===== src/rtl/disp_bcd_seg.sv =====
// Binary to seven-segment display driver.
// Decimal via serial double dabble, hex via direct nibble mapping.
module disp_bcd_seg #(
  parameter int WIDTH          = 16,
  parameter int DIGITS         = 6,
  parameter int SEG_ACTIVE_LOW = 1
) (
  input  logic                  clk,
  input  logic                  rst,
  input  logic [WIDTH-1:0]      value,
  input  logic                  load,
  input  logic                  hex_mode,
  input  logic                  blank_lz,
  output logic [7*DIGITS-1:0]   seg,
  output logic                  busy,
  output logic                  done,
  output logic                  overflow
);

  localparam int BW = 4 * DIGITS;
  localparam int PW = (WIDTH > BW) ? WIDTH : BW;
  localparam int CW = $clog2(WIDTH + 1);
  localparam logic [6:0] BLANK = (SEG_ACTIVE_LOW != 0) ? 7'h7F : 7'h00;

  typedef enum logic [1:0] {IDLE, CONV, DONE} state_t;

  state_t            state, state_nx;
  logic [WIDTH-1:0]  sh;
  logic [BW-1:0]     bcd;
  logic [BW-1:0]     bcd_adj;
  logic [CW-1:0]     cnt;
  logic              hex_q;
  logic              blank_q;
  logic              ovf;
  logic [PW-1:0]     val_pad;
  logic [PW-1:0]     sh_pad;
  logic [BW-1:0]     digits;
  logic [7*DIGITS-1:0] seg_nx;
  logic              seen;
  logic [3:0]        nib;
  logic [6:0]        code;

  function automatic logic [6:0] enc(input logic [3:0] d);
    unique case (d)
      4'h0: enc = 7'h3F;
      4'h1: enc = 7'h06;
      4'h2: enc = 7'h5B;
      4'h3: enc = 7'h4F;
      4'h4: enc = 7'h66;
      4'h5: enc = 7'h6D;
      4'h6: enc = 7'h7D;
      4'h7: enc = 7'h07;
      4'h8: enc = 7'h7F;
      4'h9: enc = 7'h6F;
      4'hA: enc = 7'h77;
      4'hB: enc = 7'h7C;
      4'hC: enc = 7'h39;
      4'hD: enc = 7'h5E;
      4'hE: enc = 7'h79;
      4'hF: enc = 7'h71;
    endcase
  endfunction

  assign val_pad  = PW'(value);
  assign sh_pad   = PW'(sh);
  assign busy     = (state != IDLE);
  assign overflow = ovf;

  always_comb begin
    state_nx = state;
    unique case (state)
      IDLE: if (load) state_nx = hex_mode ? DONE : CONV;
      CONV: if (cnt == CW'(WIDTH - 1)) state_nx = DONE;
      DONE: state_nx = IDLE;
      default: state_nx = IDLE;
    endcase
  end

  always_comb begin
    bcd_adj = bcd;
    for (int i = 0; i < DIGITS; i++) begin
      if (bcd[4*i +: 4] >= 4'd5)
        bcd_adj[4*i +: 4] = bcd[4*i +: 4] + 4'd3;
    end
  end

  // Scan from the top digit so leading zeros blank until the first nonzero.
  always_comb begin
    digits = hex_q ? sh_pad[BW-1:0] : bcd;
    seen   = 1'b0;
    nib    = 4'd0;
    code   = 7'h00;
    seg_nx = '0;
    for (int i = DIGITS - 1; i >= 0; i--) begin
      nib = digits[4*i +: 4];
      if (nib != 4'd0 || i == 0) seen = 1'b1;
      if (ovf) code = 7'h40;
      else if (blank_q && !seen) code = 7'h00;
      else code = enc(nib);
      seg_nx[7*i +: 7] = (SEG_ACTIVE_LOW != 0) ? ~code : code;
    end
  end

  always_ff @(posedge clk) begin
    if (!rst) state <= IDLE;
    else state <= state_nx;
  end

  always_ff @(posedge clk) begin
    if (!rst) begin
      sh      <= '0;
      bcd     <= '0;
      cnt     <= '0;
      hex_q   <= 1'b0;
      blank_q <= 1'b0;
      ovf     <= 1'b0;
      done    <= 1'b0;
      seg     <= {DIGITS{BLANK}};
    end else begin
      done <= 1'b0;
      unique case (state)
        IDLE: begin
          if (load) begin
            sh      <= value;
            bcd     <= '0;
            cnt     <= '0;
            hex_q   <= hex_mode;
            blank_q <= blank_lz;
            ovf     <= hex_mode && ((val_pad >> BW) != '0);
          end
        end
        CONV: begin
          if (bcd_adj[BW-1]) ovf <= 1'b1;
          bcd <= {bcd_adj[BW-2:0], sh[WIDTH-1]};
          sh  <= sh << 1;
          cnt <= cnt + 1'b1;
        end
        DONE: begin
          seg  <= seg_nx;
          done <= 1'b1;
        end
        default: ;
      endcase
    end
  end

endmodule

===== config.mk =====
export PLATFORM = sky130hd
export DESIGN_NAME = disp_bcd_seg
export DESIGN_NICKNAME = d
export VERILOG_FILES = /design/src/rtl/disp_bcd_seg.sv
export SDC_FILE = /design/constraint.sdc
export NUM_CORES = 1
export LEC_CHECK = 0
export ABC_AREA = 1
export ABC_CLOCK_PERIOD_IN_PS = 2300
export CAP_MARGIN = 20
export CORE_MARGIN = 4
export CORE_UTILIZATION = 25
export DETAILED_ROUTE_END_ITERATION = 8
export PLACE_DENSITY = 0.42
export SETUP_SLACK_MARGIN = 0.5
export SKIP_CTS_REPAIR_TIMING = 1
export SYNTH_ARGS = -nofsm -noshare
export SYNTH_HDL_FRONTEND = slang
export SYNTH_SLANG_ARGS = --single-unit

===== constraint.sdc =====
create_clock -name clk -period 2.3 [get_ports clk]
set_input_delay 0.46 -clock clk [delete_from_list [all_inputs] [get_ports clk]]
set_output_delay 0.46 -clock clk [all_outputs]
set_load 0.03 [all_outputs]

==> metrics.md, run 1 <==
| Metric | Value |
|---|---|
| Reg2reg start | `hex_q$_SDFFE_PN0P_` |
| Post-synthesis net count | `968` |
| Synth Area in Adders | `10.4%` |
| DP Cell Count | `1270` |
| Routed len/inst | `14.1 um` |
| Most common cell after layout, fill and taps aside | `nand2_1` |
| Synthesized area per cell | `6.71 um^2` |
| Period utilization | `81.2%` |
| Synth Area in Compound Gates | `18.2%` |
| FF-to-FF setup slack | `0.43 ns` |
| Commonest non-fill, non-tap cells in the layout | `nand2_1, a21oi_1, dfxtp_1` |
| Hold WC Path Type | `flip-flop to flip-flop` |
| Num CTS Buffers | `9` |
| RD Place Congestion | `0.813` |
| P per Cell Area | `556 mW/mm^2` |
| Ys async rst share | `0%` |
| DIE WIDTH | `163 um` |
| Critical-path top delay cell | `dfxtp_4` |
| Yosys cell types | `37` |
| TritonCTS clock tree | `done` |
| Die Y | `163 um` |
| # port buffers | `65` |
| Cell Area, Synth | `0.00601 mm^2` |
| Number of global-route vias before repair | `5662` |
| Synth warn | `0` |
| Portion of netlist area occupied by mux cells | `0%` |
| Arrival @ worst endpoint | `2.11 ns` |
| Pre-CTS setup slack | `0.207 ns` |
| Clock Latency Late Sink | `0.35 ns` |
| Minimum clock period | `1.87 ns` |
| Final setup TNS | `0 ns` |
| Mapped Cells | `897` |
| Relative slew margins | `48.6%` |
| Critical Path Most Common Cell | `nand2_1` |
| XOR/XNOR Fraction of Synth Area | `0.728%` |
| Crit end category | `flip-flop` |
| FF-to-FF path depth | `12` |
| Worst flop-to-flop path endpoint | `seg[22]$_SDFFE_PN1P_` |
| Largest family of logic cells by synthesized area | `simple AND/OR/NAND/NOR gates` |
| Final hold violations | `0` |
| Status | `finished clean` |
| Post-Synth Simple-Gate Area | `30.5%` |
| Hold wc startpoint | `cnt[4]$_SDFFE_PN0P_` |
| Core box area | `0.0235 mm^2` |
| Slowest cell delay on critical path | `0.39 ns` |
| CTS H-tree depth | `3` |
| Pin slew with the least headroom to its limit | `0.770 ns` |
| Grt ovf | `0` |
| Count of final setup violators | `0` |
| Fin Hold WS | `0.460 ns` |
| Cell breakdown of the critical path | `buf_6 -> buf_6 -> o21ai_4 -> inv_2 -> ha_4 -> nand2_2 -> nand3b_4 -> nor2_4 -> nor2_1 -> nand2_1 -> nand2_1 -> nand2_1` |
| Worst-path clk slew | `0.07 ns` |
| Required @ worst endpoint | `2.54 ns` |
| Max-cap violations | `0` |
| Startpoint Class | `flip-flop` |
| Layout cell share with drive strength beyond 1 | `17.1%` |
| Hpwl dp | `13700 um` |
| Initial antenna violation count | `0` |
| Max Buffers Root-to-Sink | `2` |
| Layout area overhead | `33.4%` |
| Initial core utilization | `25.5%` |
| First-pass GRT wire length | `29800 um` |
| Pin count of the biggest net entering global routing | `32` |
| Top Ports | `66` |
| Flops & latches, synth | `93` |
| Post-synthesis sequential area ratio | `31.0%` |
| Via density | `4.53` |
| Final Non-Filler Cells | `1311` |
| Leakage | `0.00339 uW` |
| Post-Route WL | `18500 um` |
| Post-synth EDFFs | `0` |
| Pins Over Slew Limit | `0` |
| Hold endpoint | `cnt[4]$_SDFFE_PN0P_` |
| Vias post-DR | `5945` |
| Maximum clock frequency | `535 MHz` |
| DRC Markers | `0` |
| Rows | `56` |
| Setup ws final | `0.432 ns` |
| Worst hold path depth | `2` |
| Gr usage total | `13.9%` |
| Fillers | `2623` |
| Synth Flop Type | `dfxtp_1` |
| CP max FO | `7` |
| Iter 0 DRT Violations | `306` |
| Clock Skews | `0.00675 ns` |
| Clock sinks | `93` |
| # diodes | `0` |
| Die area | `0.0266 mm^2` |
| Nets | `1058` |
| DRT antenna net count | `0` |
| Peak VDD IR | `0.000219 V` |
| Setup CP Type | `flip-flop to flip-flop` |
| CTS root buffer | `clkbuf_16` |
| Unrepaired setup endpoints after global routing | `true` |
| Util after Layout | `34.1%` |
| Drt pass-1 iters | `4` |
==> how the worst max path moves through the flow <==
stage                                  start              endpoint  slack, ns  depth (start not counted)
after floorplan           hex_q$_SDFFE_PN0P_  seg[20]$_SDFFE_PN1P_       0.50                         11
after global placement    hex_q$_SDFFE_PN0P_  seg[17]$_SDFFE_PN1P_       0.23                         12
after detailed placement  hex_q$_SDFFE_PN0P_  seg[17]$_SDFFE_PN1P_       0.21                         12
after CTS                 hex_q$_SDFFE_PN0P_  seg[17]$_SDFFE_PN1P_       0.19                         12
after global routing      hex_q$_SDFFE_PN0P_  seg[13]$_SDFFE_PN1P_       0.33                         12
final                     hex_q$_SDFFE_PN0P_  seg[22]$_SDFFE_PN1P_       0.43                         12
==> metal layers <==
layer  share of wire, %  track usage [%]
met1                 52             20.0
met3                2.6             1.97
met5                  0                0
met4                1.6             4.50
met2                 44             21.3
==> logic make-up after synthesis <==
kind of cell               after synthesis
buffers and inverters                  128
and+or+nand+nor                        424
adders and majority gates               50
DFF                                     93
xor gates and xnor gates                 5
AOI/OAI and AO/OA                      197
==> layout make-up <==
class | count | area [um^2] | area share [%]
clock inverters | 4 | 23.8 | 0.296
well taps | 319 | 399 | 4.98
multi-input cells | 676 | 3880 | 48.4
flip-flops and latches | 93 | 1870 | 23.3
inverters | 92 | 369 | 4.60
clock buffers | 12 | 246 | 3.07
repair buffers | 115 | 1230 | 15.3
==> Yosys cell counts (2+ instances only) <==
cell type | number | area (um^2)
ha_1 | 50 | 626
o22ai_1 | 5 | 31.3
xor2_1 | 5 | 43.8
nand2_1 | 247 | 927
dfxtp_1 | 93 | 1860
buf_1 | 3 | 11.3
o221ai_1 | 15 | 131
nand3_1 | 64 | 320
inv_2 | 4 | 15.0
o21ai_1 | 8 | 40.0
o21ai_2 | 4 | 35.0
o21ai_0 | 62 | 310
nor2_4 | 2 | 22.5
nor2_2 | 7 | 43.8
a21oi_1 | 94 | 470
clkbuf_1 | 18 | 67.6
buf_6 | 5 | 56.3
buf_2 | 9 | 45.0
inv_1 | 87 | 327
or2_2 | 7 | 43.8
nand2_2 | 10 | 62.6
o211ai_1 | 4 | 30.0
nor2_1 | 71 | 267
nand4_1 | 8 | 50.1
nor3_1 | 3 | 15.0
==> sequential cells by signal, indices dropped and copies added (netlist names) <==
signal    flops
cnt           5
overflow      1
blank_q       1
state         2
bcd          24
done          1
seg          42
sh           16
hex_q         1
==> per-stage QoR <==
stage | area (um^2) | total power (uW)
2_1_floorplan | 6030 | 2530
5_1_grt | 8020 | 4740
4_1_cts | 7350 | 4380
3_3_place_gp | 7080 | 2930
6_report | 8020 | 4460
3_5_place_dp | 7080 | 2920
==> power breakdown <==
group	internal [uW]	total [uW]	switching (uW)
clock network	761	1420	663
registers	1720	1800	76.9
logic	492	1240	750
==> critical path: cells and delay by family, from the launching register on <==
kind	cells	cell delay (ns)
fa+ha+maj	1	0.18
simple gates	7	0.64
flops	1	0.39
compound gates	1	0.18
buf+inv	3	0.36
Note: power is estimated with default switching activity, not from simulation.
==> run 2, diff against run 1 <==
- ABC_CLOCK_PERIOD_IN_PS: 2300 -> 1580
- PLACE_DENSITY: 0.42 -> 0.43
- clock period: 2.3 -> 1.58 ns (I/O delays scaled with it)
==> metrics.md, run 2 (synthesis results as in run 1) <==
| Metric | Value |
|---|---|
| Clock Latency Late Sink | `0.36 ns (was 0.35 ns)` |
| Hold WC Path Type | `flip-flop to flip-flop (unchanged)` |
| Relative slew margins | `73.7% (was 48.6%)` |
| DRC Markers | `0 (unchanged)` |
| DP Cell Count | `1361 (was 1270)` |
| Initial antenna violation count | `0 (unchanged)` |
| Worst-path clk slew | `0.07 ns (about the same)` |
| Commonest non-fill, non-tap cells in the layout | `nand2_1, buf_4, buf_6 (was nand2_1, a21oi_1, dfxtp_1)` |
| Core box area | `0.0235 mm^2 (unchanged)` |
| Layout cell share with drive strength beyond 1 | `49.4% (was 17.1%)` |
| Slowest cell delay on critical path | `0.38 ns (was 0.39 ns)` |
| RD Place Congestion | `0.832 (was 0.813)` |
| Peak VDD IR | `0.000359 V (was 0.000219 V)` |
| Num CTS Buffers | `9 (unchanged)` |
| Cell breakdown of the critical path | `buf_4 -> o21ai_4 -> ha_4 -> nand2_2 -> nand3b_4 -> nor2_4 -> nand3_4 -> nand2_1 -> nand2_1 -> nand2_1 (was buf_6 -> buf_6 -> o21ai_4 -> inv_2 -> ha_4 -> nand2_2 -> nand3b_4 -> nor2_4 -> nor2_1 -> nand2_1 -> nand2_1 -> nand2_1)` |
| Period utilization | `109% (was 81.2%)` |
| Pin slew with the least headroom to its limit | `0.394 ns (was 0.770 ns)` |
| Crit end category | `flip-flop (unchanged)` |
| Biggest regs | `seg: 42 flops, bcd: 24 flops, sh: 16 flops (unchanged)` |
| Post-Route WL | `19900 um (was 18500 um)` |
| P_sw | `2530 uW (was 1490 uW)` |
| Failing checks | `setup timing` |
| Vias post-DR | `6360 (was 5945)` |
| CTS H-tree depth | `3 (unchanged)` |
| Grt ovf | `0 (unchanged)` |
| Most common cell after layout, fill and taps aside | `nand2_1 (unchanged)` |
| Unrepaired setup endpoints after global routing | `true (unchanged)` |
| Rows | `56 (unchanged)` |
| Logic gate share of total power | `32.2% (was 27.8%)` |
| First-pass GRT wire length | `30600 um (was 29800 um)` |
| DRT antenna net count | `0 (unchanged)` |
| Arrival @ worst endpoint | `2.02 ns (was 2.11 ns)` |
| Minimum clock period | `1.73 ns (was 1.87 ns)` |
| Critical-path top delay cell | `dfxtp_4 (unchanged)` |
| Via density | `4.54 (was 4.53)` |
| Max FFs per register | `42 (unchanged)` |
| Routed len/inst | `14.2 um (was 14.1 um)` |
| Final hold violations | `0 (unchanged)` |
| Biggest register | `seg (unchanged)` |
| Initial core utilization | `25.5% (unchanged)` |
| Int Power | `4940 uW (was 2970 uW)` |
| Leakage | `0.00418 uW (was 0.00339 uW)` |
| # diodes | `0 (unchanged)` |
| Layout area overhead | `67.2% (was 33.4%)` |
| Clock Skews | `0.0104 ns (was 0.00675 ns)` |
| DIE WIDTH | `163 um (unchanged)` |
| Setup CP Type | `flip-flop to flip-flop (unchanged)` |
| Die area | `0.0266 mm^2 (unchanged)` |
| Maximum clock frequency | `579 MHz (was 535 MHz)` |
| Sw frac | `33.8% (was 33.4%)` |
| P per Cell Area | `742 mW/mm^2 (was 556 mW/mm^2)` |
| Gr usage total | `14.3% (was 13.9%)` |
| Iter 0 DRT Violations | `195 (was 306)` |
| CP max FO | `7 (unchanged)` |
| Final Non-Filler Cells | `1402 (was 1311)` |
| Setup ws final | `-0.146 ns (was 0.432 ns)` |
| Util after Layout | `42.7% (was 34.1%)` |
| Top Ports | `66 (unchanged)` |
| Die Y | `163 um (unchanged)` |
| Startpoint Class | `flip-flop (unchanged)` |
| # port buffers | `65 (unchanged)` |
| Required @ worst endpoint | `1.87 ns (was 2.54 ns)` |
| Seq pwr share | `35.4% (was 40.3%)` |
| Max-cap violations | `0 (unchanged)` |
| Clock Power Share | `32.4% (was 31.9%)` |
| Pin count of the biggest net entering global routing | `33 (was 32)` |
| Status | `finished, violations left (was finished clean)` |
| Nets | `1149 (was 1058)` |
| CTS root buffer | `clkbuf_16 (unchanged)` |
| Pins Over Slew Limit | `0 (unchanged)` |
| Number of global-route vias before repair | `5983 (was 5662)` |
| TritonCTS clock tree | `done (unchanged)` |
| Hpwl dp | `14400 um (was 13700 um)` |
| Drt pass-1 iters | `4 (unchanged)` |
| Clock sinks | `93 (unchanged)` |
| Critical Path Most Common Cell | `nand2_1 (unchanged)` |
| Tot Pwr | `7470 uW (was 4460 uW)` |
| Count of final setup violators | `26 (was 0)` |
| Max Buffers Root-to-Sink | `2 (unchanged)` |
## run 2: worst paths after layout
check / from / to / slack (ns) / cells after the start
setup reg to reg: hex_q$_SDFFE_PN0P_ / seg[8]$_SDFFE_PN1P_ / -0.15 / 10
setup / recovery: hex_q$_SDFFE_PN0P_ / seg[8]$_SDFFE_PN1P_ / -0.15 / 10
hold reg to reg: cnt[3]$_SDFFE_PN0P_ / cnt[3]$_SDFFE_PN0P_ / 0.46 / 2
hold / removal: cnt[3]$_SDFFE_PN0P_ / cnt[3]$_SDFFE_PN0P_ / 0.46 / 2
## run 2: area by class of cell
cell class | count | area, um^2
Clock buffer | 10 | 250
Clock inverter | 6 | 75.1
Fill cell | 2412 | 13500
Inverter | 92 | 375
Multi-Input combinational cell | 676 | 4880
Sequential cell | 93 | 1970
Tap cell | 319 | 399
Timing Repair Buffer | 206 | 2110
## run 2: routing by layer
metal,global-route usage (%),routed length (um),vias up
met5,0,0,-
met4,4.12,318,0
met3,1.72,542,22
met2,23.4,9490,86
met1,19.8,9560,2935
li1,-,-,3317
## run 2: metrics by stage
step	cell area, um^2	setup slack [ns]	hold WS, ns	TNS [ns]
3_5_place_dp	8230	-0.255	0.451	-6.05
4_1_cts	8560	-0.281	0.463	-12.04
3_3_place_gp	8230	-0.227	0.449	-5.58
2_1_floorplan	6450	-0.131	0.442	-3.02
5_1_grt	10100	-0.236	0.486	-5.49
6_report	10100	-0.146	0.463	-2.09
## run 2: power by group through the flow
stage / registers, uW / clock network [uW] / logic (uW)
after floorplan: 2830 / 0 / 975
after global placement: 2670 / 0 / 1910
after detailed placement: 2660 / 0 / 1900
after CTS: 2610 / 2510 / 1900
after global routing: 2660 / 2590 / 2610
final: 2640 / 2420 / 2400
## run 2: worst max-delay path: cells and delay by family (launching register included)
kind                       cells  cell delay (ns)
and+or+nand+nor                7             0.78
DFF                            1             0.38
AOI/OAI and AO/OA              1             0.19
adders and majority gates      1             0.17
buffers and inverters          1             0.14
==> run 3, diff against run 2 <==
- ABC_CLOCK_PERIOD_IN_PS: 1580 -> 1530
- SETUP_SLACK_MARGIN: 0.5 -> default
- clock period: 1.58 -> 1.53 ns (I/O delays scaled with it)
==> metrics.md, run 3 (synthesis results as in run 1) <==
| Metric | Value |
|---|---|
| Clock Latency Late Sink | `0.35 ns (was 0.36 ns)` |
| Hold endpoint | `seg[18]$_SDFFE_PN1P_ (was cnt[3]$_SDFFE_PN0P_)` |
| Biggest regs | `seg: 42 flops, bcd: 24 flops, sh: 16 flops (unchanged)` |
| Leakage | `0.00392 uW (was 0.00418 uW)` |
| Die Y | `163 um (unchanged)` |
| Status | `finished, violations left (unchanged)` |
| Pin slew with the least headroom to its limit | `0.373 ns (was 0.394 ns)` |
| Max-cap violations | `0 (unchanged)` |
| Hold wc startpoint | `seg[18]$_SDFFE_PN1P_ (was cnt[3]$_SDFFE_PN0P_)` |
| Gr usage total | `14.2% (was 14.3%)` |
| Clock Skews | `0.00994 ns (was 0.0104 ns)` |
| Hpwl dp | `14600 um (was 14400 um)` |
| Setup CP Type | `flip-flop to flip-flop (unchanged)` |
| Util after Layout | `38.5% (was 42.7%)` |
| Worst-path clk slew | `0.07 ns (about the same)` |
| First-pass GRT wire length | `30400 um (was 30600 um)` |
| Arrival @ worst endpoint | `2.02 ns (about the same)` |
| Pre-CTS setup slack | `-0.214 ns (was -0.255 ns)` |
| Top Ports | `66 (unchanged)` |
| Num CTS Buffers | `9 (unchanged)` |
| Number of global-route vias before repair | `5789 (was 5983)` |
| Relative slew margins | `75.0% (was 73.7%)` |
| RD Place Congestion | `0.849 (was 0.832)` |
| Biggest register | `seg (unchanged)` |
| Crit end category | `flip-flop (unchanged)` |
| Initial antenna violation count | `0 (unchanged)` |
| TritonCTS clock tree | `done (unchanged)` |
| CTS H-tree depth | `3 (unchanged)` |
| # port buffers | `65 (unchanged)` |
| Final hold violations | `0 (unchanged)` |
| Initial core utilization | `25.5% (unchanged)` |
| Layout area overhead | `50.8% (was 67.2%)` |
| Count of final setup violators | `39 (was 26)` |
| DRT antenna net count | `0 (unchanged)` |
| CTS root buffer | `clkbuf_16 (unchanged)` |
| Nets | `1151 (was 1149)` |
| P per Cell Area | `792 mW/mm^2 (was 742 mW/mm^2)` |
| Commonest non-fill, non-tap cells in the layout | `nand2_1, buf_4, a21oi_1 (was nand2_1, buf_4, buf_6)` |
| Period utilization | `113% (was 109%)` |
| Rows | `56 (unchanged)` |
| Maximum clock frequency | `580 MHz (was 579 MHz)` |
| Setup ws final | `-0.196 ns (was -0.146 ns)` |
| DP Cell Count | `1379 (was 1361)` |
| Drt pass-1 iters | `5 (was 4)` |
| Die area | `0.0266 mm^2 (unchanged)` |
| Post-Route WL | `19300 um (was 19900 um)` |
| Peak VDD IR | `0.000387 V (was 0.000359 V)` |
| Pins Over Slew Limit | `0 (unchanged)` |
| Via density | `4.46 (was 4.54)` |
| Final Non-Filler Cells | `1404 (was 1402)` |
| Largest delay share family, worst path | `simple AND/OR/NAND/NOR gates (unchanged)` |
| Routed len/inst | `13.8 um (was 14.2 um)` |
| Cell breakdown of the critical path | `buf_12 -> nand2_1 -> o21ai_2 -> inv_2 -> ha_4 -> nand2_1 -> nand3b_4 -> nor2_4 -> nand3_4 -> nand2_1 -> nand2_1 -> nand2_1 (was buf_4 -> o21ai_4 -> ha_4 -> nand2_2 -> nand3b_4 -> nor2_4 -> nand3_4 -> nand2_1 -> nand2_1 -> nand2_1)` |
| Failing checks | `setup timing (unchanged)` |
| Critical-path top delay cell | `dfxtp_4 (unchanged)` |
| Core box area | `0.0235 mm^2 (unchanged)` |
| Worst flop-to-flop path endpoint | `seg[7]$_SDFFE_PN1P_ (was seg[8]$_SDFFE_PN1P_)` |
| Most common cell after layout, fill and taps aside | `nand2_1 (unchanged)` |
| Worst hold path depth | `2 (unchanged)` |
| # diodes | `0 (unchanged)` |
| Critical Path Most Common Cell | `nand2_1 (unchanged)` |
| DRC Markers | `0 (unchanged)` |
| Max Buffers Root-to-Sink | `2 (unchanged)` |
| Final Cell Area | `0.00907 mm^2 (was 0.0101 mm^2)` |
| Slowest cell delay on critical path | `0.36 ns (was 0.38 ns)` |
| FF-to-FF path depth | `12 (was 10)` |
| WP buf/inv | `2 (was 1)` |
| Grt ovf | `0 (unchanged)` |
| Placed Area | `0.00810 mm^2 (was 0.00823 mm^2)` |
| Max FFs per register | `42 (unchanged)` |
| CP max FO | `11 (was 7)` |
| Vias post-DR | `6268 (was 6360)` |
| FF-to-FF setup slack | `-0.20 ns (was -0.15 ns)` |
| Iter 0 DRT Violations | `351 (was 195)` |
| Pin count of the biggest net entering global routing | `34 (was 33)` |
| Hold WC Path Type | `flip-flop to flip-flop (unchanged)` |
| Clock sinks | `93 (unchanged)` |
| Final setup TNS | `-4.42 ns (was -2.09 ns)` |
| Reg2reg start | `hex_q$_SDFFE_PN0P_ (unchanged)` |
| Unrepaired setup endpoints after global routing | `true (unchanged)` |
| DIE WIDTH | `163 um (unchanged)` |
| Minimum clock period | `1.73 ns (about the same)` |
| Required @ worst endpoint | `1.83 ns (was 1.87 ns)` |
| Startpoint Class | `flip-flop (unchanged)` |
| Layout cell share with drive strength beyond 1 | `28.0% (was 49.4%)` |
[run 3: how the worst max path moves through the flow]
stage / from / to / slack [ns] / cells past startpoint
CTS: hex_q$_SDFFE_PN0P_ / seg[7]$_SDFFE_PN1P_ / -0.23 / 11
global route: hex_q$_SDFFE_PN0P_ / seg[7]$_SDFFE_PN1P_ / -0.31 / 12
floorplan: hex_q$_SDFFE_PN0P_ / seg[7]$_SDFFE_PN1P_ / -0.18 / 14
detailed placement: load / sh[2]$_SDFFE_PN0P_ / -0.21 / 8
finish: hex_q$_SDFFE_PN0P_ / seg[7]$_SDFFE_PN1P_ / -0.20 / 12
global placement: hex_q$_SDFFE_PN0P_ / seg[10]$_SDFFE_PN1P_ / -0.19 / 13
[run 3: cell type report]
class / instances / area, um^2
flip-flops and latches: 93 / 1880
inverters: 92 / 362
multi-input cells: 676 / 4100
well taps: 319 / 399
clock inverters: 6 / 68.8
fillers: 2524 / 14500
clock buffers: 10 / 239
repair buffers: 208 / 2030
[run 3: power breakdown]
part           total (uW)  internal (uW)  switching [uW]
logic                2100            901            1200
registers            2700           2580             114
clock network        2380           1330            1050
[run 3: stage by stage]
stage	hold WS, ns	total power, uW
floorplan	0.438	3830
global placement	0.450	4680
detailed placement	0.452	4660
CTS	0.469	7070
global route	0.491	7600
finish	0.460	7180
[run 3: layer usage]
metal | wire length, um | GRT usage [%] | up-vias
li1 | - | - | 3302
met1 | 10300 | 21.9 | 2821
met2 | 8000 | 20.2 | 127
met3 | 735 | 2.07 | 18
met4 | 299 | 4.42 | 0
met5 | 0 | 0 | -
[run 3: worst reg2reg max path, delay by kind of cell, from the launching register on]
kind                     cells  cell delay (ns)
AND/OR/NAND/NOR              8             0.85
flip-flops                   1             0.36
buffers and inverters        2             0.25
adder cells (fa/ha/maj)      1             0.14
AO/OA/AOI/OAI                1             0.08
